`src/rtl/mul_arbiter.sv`:
```
// mul_arbiter: round-robin arbiter that shares one Booth multiplier between NREQ requesters.
// Define MUL_ARB_TIMEOUT_EN to enable the WAIT-state timeout and the sticky err flag.
module mul_arbiter #(
    parameter int WIDTH   = 8,
    parameter int NREQ    = 4,
    parameter int TIMEOUT = 64
) (
    input  logic                  clk,
    input  logic                  rst,
    input  logic [NREQ-1:0]       req,
    input  logic [NREQ*WIDTH-1:0] a_in,
    input  logic [NREQ*WIDTH-1:0] b_in,
    output logic [NREQ-1:0]       gnt,
    output logic [NREQ-1:0]       rsp_valid,
    output logic [2*WIDTH-1:0]    rsp_data,
    output logic                  mul_start,
    output logic [WIDTH-1:0]      mul_a,
    output logic [WIDTH-1:0]      mul_b,
    input  logic                  mul_done,
    input  logic [2*WIDTH-1:0]    mul_prod,
    output logic                  busy,
    output logic                  err
);
    localparam int IW = (NREQ > 1) ? $clog2(NREQ) : 1;

    typedef enum logic [1:0] {IDLE, LAUNCH, WAIT, RESP} state_t;

    state_t             state_q, state_d;
    logic [IW-1:0]      idx_q, idx_d, last_q, last_d, sel, j;
    logic [WIDTH-1:0]   a_q, a_d, b_q, b_d;
    logic [2*WIDTH-1:0] rsp_q, rsp_d;
    logic               err_q, err_d, tmo;

`ifdef MUL_ARB_TIMEOUT_EN
    localparam int CW = $clog2(TIMEOUT + 1);
    logic [CW-1:0] cnt_q, cnt_d;
    assign cnt_d = (state_q == WAIT) ? cnt_q + 1'b1 : '0;
    assign tmo   = cnt_q == CW'(TIMEOUT - 1);
    always_ff @(posedge clk)
        cnt_q <= rst ? '0 : cnt_d;
`else
    assign tmo = 1'b0;
`endif

    // Descending scan so the nearest requester after last is the final write.
    always_comb begin
        sel = last_q;
        j   = '0;
        for (int k = NREQ; k >= 1; k--) begin
            j = IW'((int'(last_q) + k) % NREQ);
            if (req[j]) sel = j;
        end
    end

    always_comb begin
        state_d = state_q;
        idx_d   = idx_q;
        last_d  = last_q;
        a_d     = a_q;
        b_d     = b_q;
        rsp_d   = rsp_q;
        err_d   = err_q;
        case (state_q)
            IDLE: if (|req) begin
                state_d = LAUNCH;
                idx_d   = sel;
                a_d     = a_in[sel*WIDTH +: WIDTH];
                b_d     = b_in[sel*WIDTH +: WIDTH];
            end
            LAUNCH: state_d = WAIT;
            WAIT: if (mul_done || tmo) begin
                state_d = RESP;
                last_d  = idx_q;
                rsp_d   = mul_done ? mul_prod : '0;
                err_d   = err_q | ~mul_done;
            end
            default: state_d = IDLE;
        endcase
    end

    always_ff @(posedge clk) begin
        if (rst) begin
            state_q <= IDLE;
            idx_q   <= '0;
            last_q  <= IW'(NREQ - 1);
            a_q     <= '0;
            b_q     <= '0;
            rsp_q   <= '0;
            err_q   <= 1'b0;
        end else begin
            state_q <= state_d;
            idx_q   <= idx_d;
            last_q  <= last_d;
            a_q     <= a_d;
            b_q     <= b_d;
            rsp_q   <= rsp_d;
            err_q   <= err_d;
        end
    end

    assign gnt       = (state_q == IDLE) ? '0 : NREQ'(1) << idx_q;
    assign rsp_valid = (state_q == RESP) ? NREQ'(1) << idx_q : '0;
    assign mul_start = state_q == LAUNCH;
    assign busy      = state_q != IDLE;
    assign mul_a     = a_q;
    assign mul_b     = b_q;
    assign rsp_data  = rsp_q;
    assign err       = err_q;
endmodule

```
`config.mk`:
```
export PLATFORM = sky130hd
export DESIGN_NAME = mul_arbiter
export DESIGN_NICKNAME = d
export VERILOG_FILES = /design/src/rtl/mul_arbiter.sv
export SDC_FILE = /design/constraint.sdc
export NUM_CORES = 1
export LEC_CHECK = 0
export CAP_MARGIN = 20
export CORE_AREA = 5 5 86 88
export CTS_BUF_LIST = sky130_fd_sc_hd__clkbuf_2
export DETAILED_ROUTE_END_ITERATION = 12
export DIE_AREA = 0 0 91 93
export PLACE_DENSITY = 0.81
export REMOVE_ABC_BUFFERS = 1
export SLEW_MARGIN = 20
export SYNTH_ARGS = -nofsm -noshare
export SYNTH_HDL_FRONTEND = slang
export SYNTH_SLANG_ARGS = --single-unit
```
`constraint.sdc`:
```
create_clock -name clk -period 1.7 [get_ports clk]
set_input_delay 0.34 -clock clk [delete_from_list [all_inputs] [get_ports clk]]
set_output_delay 0.34 -clock clk [all_outputs]
set_load 0.03 [all_outputs]
```
* Word-level counts from Yosys, hierarchy flattened *
Index checks and enable logic that the tools add are counted.

operators by class
  reduce and logical (&&, ||, !) cells = 6
  bitwise operators = 2
  order comparisons = 4
  eq/ne operators = 5
  mux-type cells = 17
  shifts and indexed selects = 3
  add/subtract/negate cells = 4

operator list
  kind                                                  number
  variable part select 32 x 6 -> 8 bit                  2
  < comparator 2 x 3 -> 1 bit (second input constant)   4
  two-way mux 2 bit                                     6
  binary-select mux 1 bit (select 2 bit)                4
  two-way mux 4 bit                                     2
  one-hot mux 2 bit (3 select lines)                    1
  AND reduction 2 bit                                   3
  adder 2 x 1 -> 2 bit (second input constant)          2
  adder 2 bit (second input constant)                   2
  equality test 2 bit (second input constant)           2
  two-way mux 1 bit                                     4
  inequality test 2 bit (second input constant)         2
  OR reduction 4 bit                                    1
  << shifter 1 x 2 -> 4 bit (first input constant)      1
  equality test 2 x 1 -> 1 bit (second input constant)  1
  zero test 2 bit                                       1
  nonzero test 2 bit                                    1
  NOT 1 bit                                             1
  bitwise OR 1 bit                                      1

storage, ports and cells
  word-level logic and storage cells = 48
  output and inout port bits = 43
  bits in registers = 39

* Depth between registers and ports, before layout *
  word-level depth = 8
  gate-level depth with buffers = 8

* Least setup slack after synthesis *
No wires, ideal clock.

  kind = reg-to-reg
  from = register last_q[1]
  to = register a_q[1], in the netlist mul_a[1]
  path buffers = 3
  data required time = 1597 ps
  setup slack = -124 ps
  stages on the path, launching flop included = 9
  arrival = 1720 ps
  setup time = 103 ps
  cells stage by stage = dfxtp_1 > buf_6 > mux2i_1 > nor2_1 > or3_1 > buf_6 > buf_12 > mux2i_1 > a2111oi_2

on the way
  longest elaborated chain between the ends = 8
  elaborated cells on any way between the ends = 17

ends and longest elaborated chain
  element                                   RTL line  source
  start: declaration                        29        logic [IW-1:0] idx_q, idx_d, last_q, last_d, sel, j;
  start signal: assignment                  85        last_q <= IW'(NREQ - 1);
  start signal: assignment                  93        last_q <= last_d;
  adder 2 x 1 -> 2 bit                      50        j = IW'((int'(last_q) + k) % NREQ);
  binary-select mux 1 bit (select 2 bit)    51        if (req[j]) sel = j;
  two-way mux 1 bit (implied by the code)   51
  two-way mux 2 bit (3 in series)           51
  two-way mux 2 bit (*)                     51
  variable part select 32 x 6 -> 8 bit (*)  67        a_d = a_in[sel*WIDTH +: WIDTH];
  end signal: assignment                    86        a_q <= '0;
  end signal: assignment                    94        a_q <= a_d;
  end: declaration                          30        logic [WIDTH-1:0] a_q, a_d, b_q, b_d;

Every way passes the cells marked *; elsewhere a longest branch is shown, timed or not. The select of a mux whose other input is x is not followed.
A chain may end at the register's enable or synchronous reset.

* Worst setup path in the final report *
  from = register last_q[1]
  to = register b_q[5], in the netlist mul_b[5]

on the way
  longest elaborated chain between the ends = 8
  elaborated cells on any way between the ends = 17

ends and longest elaborated chain
  element                                   RTL line  source
  adder 2 x 1 -> 2 bit                      50
  binary-select mux 1 bit (select 2 bit)    51
  two-way mux 1 bit (implied by the code)   51
  two-way mux 2 bit (3 in series)           51
  two-way mux 2 bit (*)                     51
  variable part select 32 x 6 -> 8 bit (*)  68        b_d = b_in[sel*WIDTH +: WIDTH];
  end signal: assignment                    87        b_q <= '0;
  end signal: assignment                    95        b_q <= b_d;
  end: declaration                          30

Marked as above.

==> run metrics <==
detailed-route via count=2,383; most frequent cells in the layout=sky130_fd_sc_hd__clkdlybuf4s50_1, sky130_fd_sc_hd__nand2_1, sky130_fd_sc_hd__dfxtp_1, sky130_fd_sc_hd__dlygate4sd2_1, sky130_fd_sc_hd__buf_4; cell with the largest stage delay on the worst path=sky130_fd_sc_hd__or3_4; beginning of the critical path=last_q[1]; startpoint of the lowest-slack register-to-register path=last_q[1]; final worst path period share=1.12; post-route clock skew=21.6 ps; first-pass GRT wire length=12.1 mm; Synth cell types=33; final RePlAce weighted congestion=0.837; post-DP HPWL=5.57 mm; final setup vio count=25; total of warnings raised by yosys=0; Top Family by Delay on Critical Path=simple AND/OR/NAND/NOR gates; maximum level of the CTS H-tree=2; sequential cell fraction of total power=0.268; critical path capture point type=flip-flop; Worst Reg-to-Reg Cells=7; fraction of the core area covered by cells at the end of the flow=0.610; Min-Delay Path Depth=3; Detailed Route WL=7.82 mm; EDFF count, synth=0; worst flop-to-flop path endpoint=mul_b[5]; summed negative setup slack over all endpoints=-3100 ps; number of buffers created by CTS=5; drt first pass iters=4; CP Max Fanout=8; GRT Overall Usage=0.176; highest cell delay on the worst timing path=490 ps; number of global-route vias before repair=2,466; total number of clock tree sinks=39; Row Count=30; number of maximum-capacitance constraint violations=0; largest net degree at the start of global routing=26; multi-input combinational cell area=1390 sq um; required time of the critical path=2020 ps; reg-to-reg slack, setup=-210 ps; endpoint arrival time on the critical path=2230 ps; port buffer count=129; clock tree from TritonCTS=yes; post-DR wirelength/cell=16.5 um; placement-stage cell area=3640 sq um; antenna violations before repair=1; CP startpoint kind=flip-flop; remaining design rule violation count=0; top_reg_cell synth=sky130_fd_sc_hd__dfxtp_1; overall die width=91 um; switching power share of the total=0.432; max frequency=524 MHz; worst hold slack across all endpoints=392 ps; CTS clock-pin slew for the worst setup and hold paths=240 ps; Critical path buffers and inverters=2; final net count=482; most frequent standard cell in the layout excluding fill and tap cells=sky130_fd_sc_hd__clkdlybuf4s50_1; slew at the pin closest to its max-slew limit=521 ps; Clock power frac=0.120; Clk Latency, worst-skew pair=410 ps; average cell area after synthesis=9.14 sq um; Crit Path Class=flip-flop to flip-flop; relative slew slack=0.648; Final Hold Fails=0; Place WS=-755 ps; vertical die dimension=93 um; number of cells produced by synthesis=240; final max-slew violation count=0; fillers=577; floorplan die area=8460 sq um; FFs w/ async S/R, synth=0; via-per-instance ratio=5.04; remaining global-route overflow=0; Initial Utilization=0.334; RSZ-0062 raised after global routing=yes; worst min-delay path endpoint=mul_b[2]; sequential-to-total area share from yosys stat=0.356; number of buffers on the longest clock path=2; number of design-rule violations left by the first detailed-router iteration=75; post-synthesis sequential element count=39; root buffer cell=sky130_fd_sc_hd__clkbuf_2; Placeable Area=6570 sq um; Leakage Power=1.67 nW; netlist area before placement=2190 sq um; internal power of the cells=0.00288 W; result of the run=complete, but fails checks; class of the most critical hold timing path=primary input to flip-flop; post-route antenna net violation count=0; launch instance of the worst min-delay path=rst; I/O pin total=130; fin area=4010 sq um; Area growth syn-to-layout=82.6%; FF+latch area=790 sq um; final critical-path setup slack=-208 ps; Power per Cell Area=1270 nW/um^2; share of total power in combinational logic=0.612; total net switching power=0.00220 W; min cycle time layout=1910 ps; IR Drop Worst-Case VDD=0.000695 V; layout cells sized above 1=0.258; failing checks=setup timing; cell breakdown of the critical path=buf_6 > nand2b_4 > a21oi_2 > or3_4 > buf_16 > mux2i_2 > a2111oi_2
[cell type report]
cell class                 instances  share of cell area
clock inverter                     3              0.0119
tap                               80              0.0250
multi-input combinational        177               0.347
clock buffer                       5             0.00624
antenna                            1            0.000624
sequential                        39               0.197
inverter                           3             0.00343
timing repair buffer             165               0.409
[timing repair]
action,in CTS,in global routing
buffers inserted,7,2
pin swaps,17,5
hold buffers,0,0
cloned,4,0
endpoints found under the setup margin,59,26
resized for setup,68,20
[metal layers]
layer  GRT usage  wire length (um)  vias up  part of all wire
li1            -                 -     1172                 -
met1       0.195              3170     1107              0.40
met2       0.313              3880       93              0.50
met3      0.0652               662       11             0.085
met4      0.0501               112        0             0.014
met5           0                 0        -                 0
[state kept, by name, indices dropped and copies added (netlist names)]
| signal | count |
|---|---|
| rsp_data | 16 |
| mul_a | 8 |
| mul_b | 8 |
| idx_q | 2 |
| last_q | 2 |
| state_q | 2 |
| err | 1 |
[how the worst max path moves through the flow]
| stage | to | slack, ps | cells past startpoint |
|---|---|---|---|
| floorplan | mul_a[1] | -1000 | 5 |
| global placement | mul_b[3] | -630 | 7 |
| detailed placement | mul_b[3] | -750 | 7 |
| CTS | mul_b[5] | -220 | 6 |
| global route | mul_b[5] | -310 | 6 |
| finish | mul_b[5] | -210 | 7 |
[tightest hold or removal path, delay by kind of cell]
family / cells / cell delay, ps
AOI/OAI and AO/OA: 1 / 50
buffers and inverters: 2 / 380
[cells by family (layout without fill, tap and decap cells)]
family / after synthesis / count (layout) / synth area share
multiplexers: 22 / 22 / 0.100
flip-flops: 39 / 39 / 0.356
buffers and inverters: 24 / 176 / 0.0695
adder cells (fa/ha/maj): 4 / 4 / 0.0228
AND/OR/NAND/NOR: 102 / 102 / 0.245
AO/OA/AOI/OAI: 49 / 49 / 0.207
other: 0 / 1 / 0
[power groups by stage]
stage	Combinational [W]	Clock [W]	Sequential (W)
floorplan	0.00112	0	0.00175
global placement	0.00274	0	0.00135
detailed placement	0.00279	0	0.00136
CTS	0.00302	0.000628	0.00135
global route	0.00331	0.000668	0.00140
finish	0.00311	0.000608	0.00136
[through the flow]
stage	instances	total power [W]
after floorplan	219	0.00288
after global placement	452	0.00409
after detailed placement	452	0.00415
after CTS	471	0.00500
after global routing	473	0.00538
final	473	0.00508
[Yosys cell counts, types with 4 or more instances]
| cell type | instances | area [sq um] |
|---|---|---|
| sky130_fd_sc_hd__nand2_1 | 40 | 150 |
| sky130_fd_sc_hd__a2111oi_2 | 10 | 150 |
| sky130_fd_sc_hd__nor3_1 | 4 | 20.0 |
| sky130_fd_sc_hd__mux2i_1 | 22 | 220 |
| sky130_fd_sc_hd__o221ai_1 | 5 | 43.8 |
| sky130_fd_sc_hd__dfxtp_1 | 39 | 781 |
| sky130_fd_sc_hd__a21oi_1 | 19 | 95.1 |
| sky130_fd_sc_hd__nor2_1 | 21 | 78.8 |
| sky130_fd_sc_hd__clkbuf_1 | 11 | 41.3 |
| sky130_fd_sc_hd__buf_6 | 5 | 56.3 |
| sky130_fd_sc_hd__nand3b_1 | 8 | 60.1 |
| sky130_fd_sc_hd__ha_1 | 4 | 50.1 |
| sky130_fd_sc_hd__nor4b_1 | 11 | 96.3 |
| sky130_fd_sc_hd__a211oi_2 | 10 | 125 |
Power figures use the tool's default switching activity.
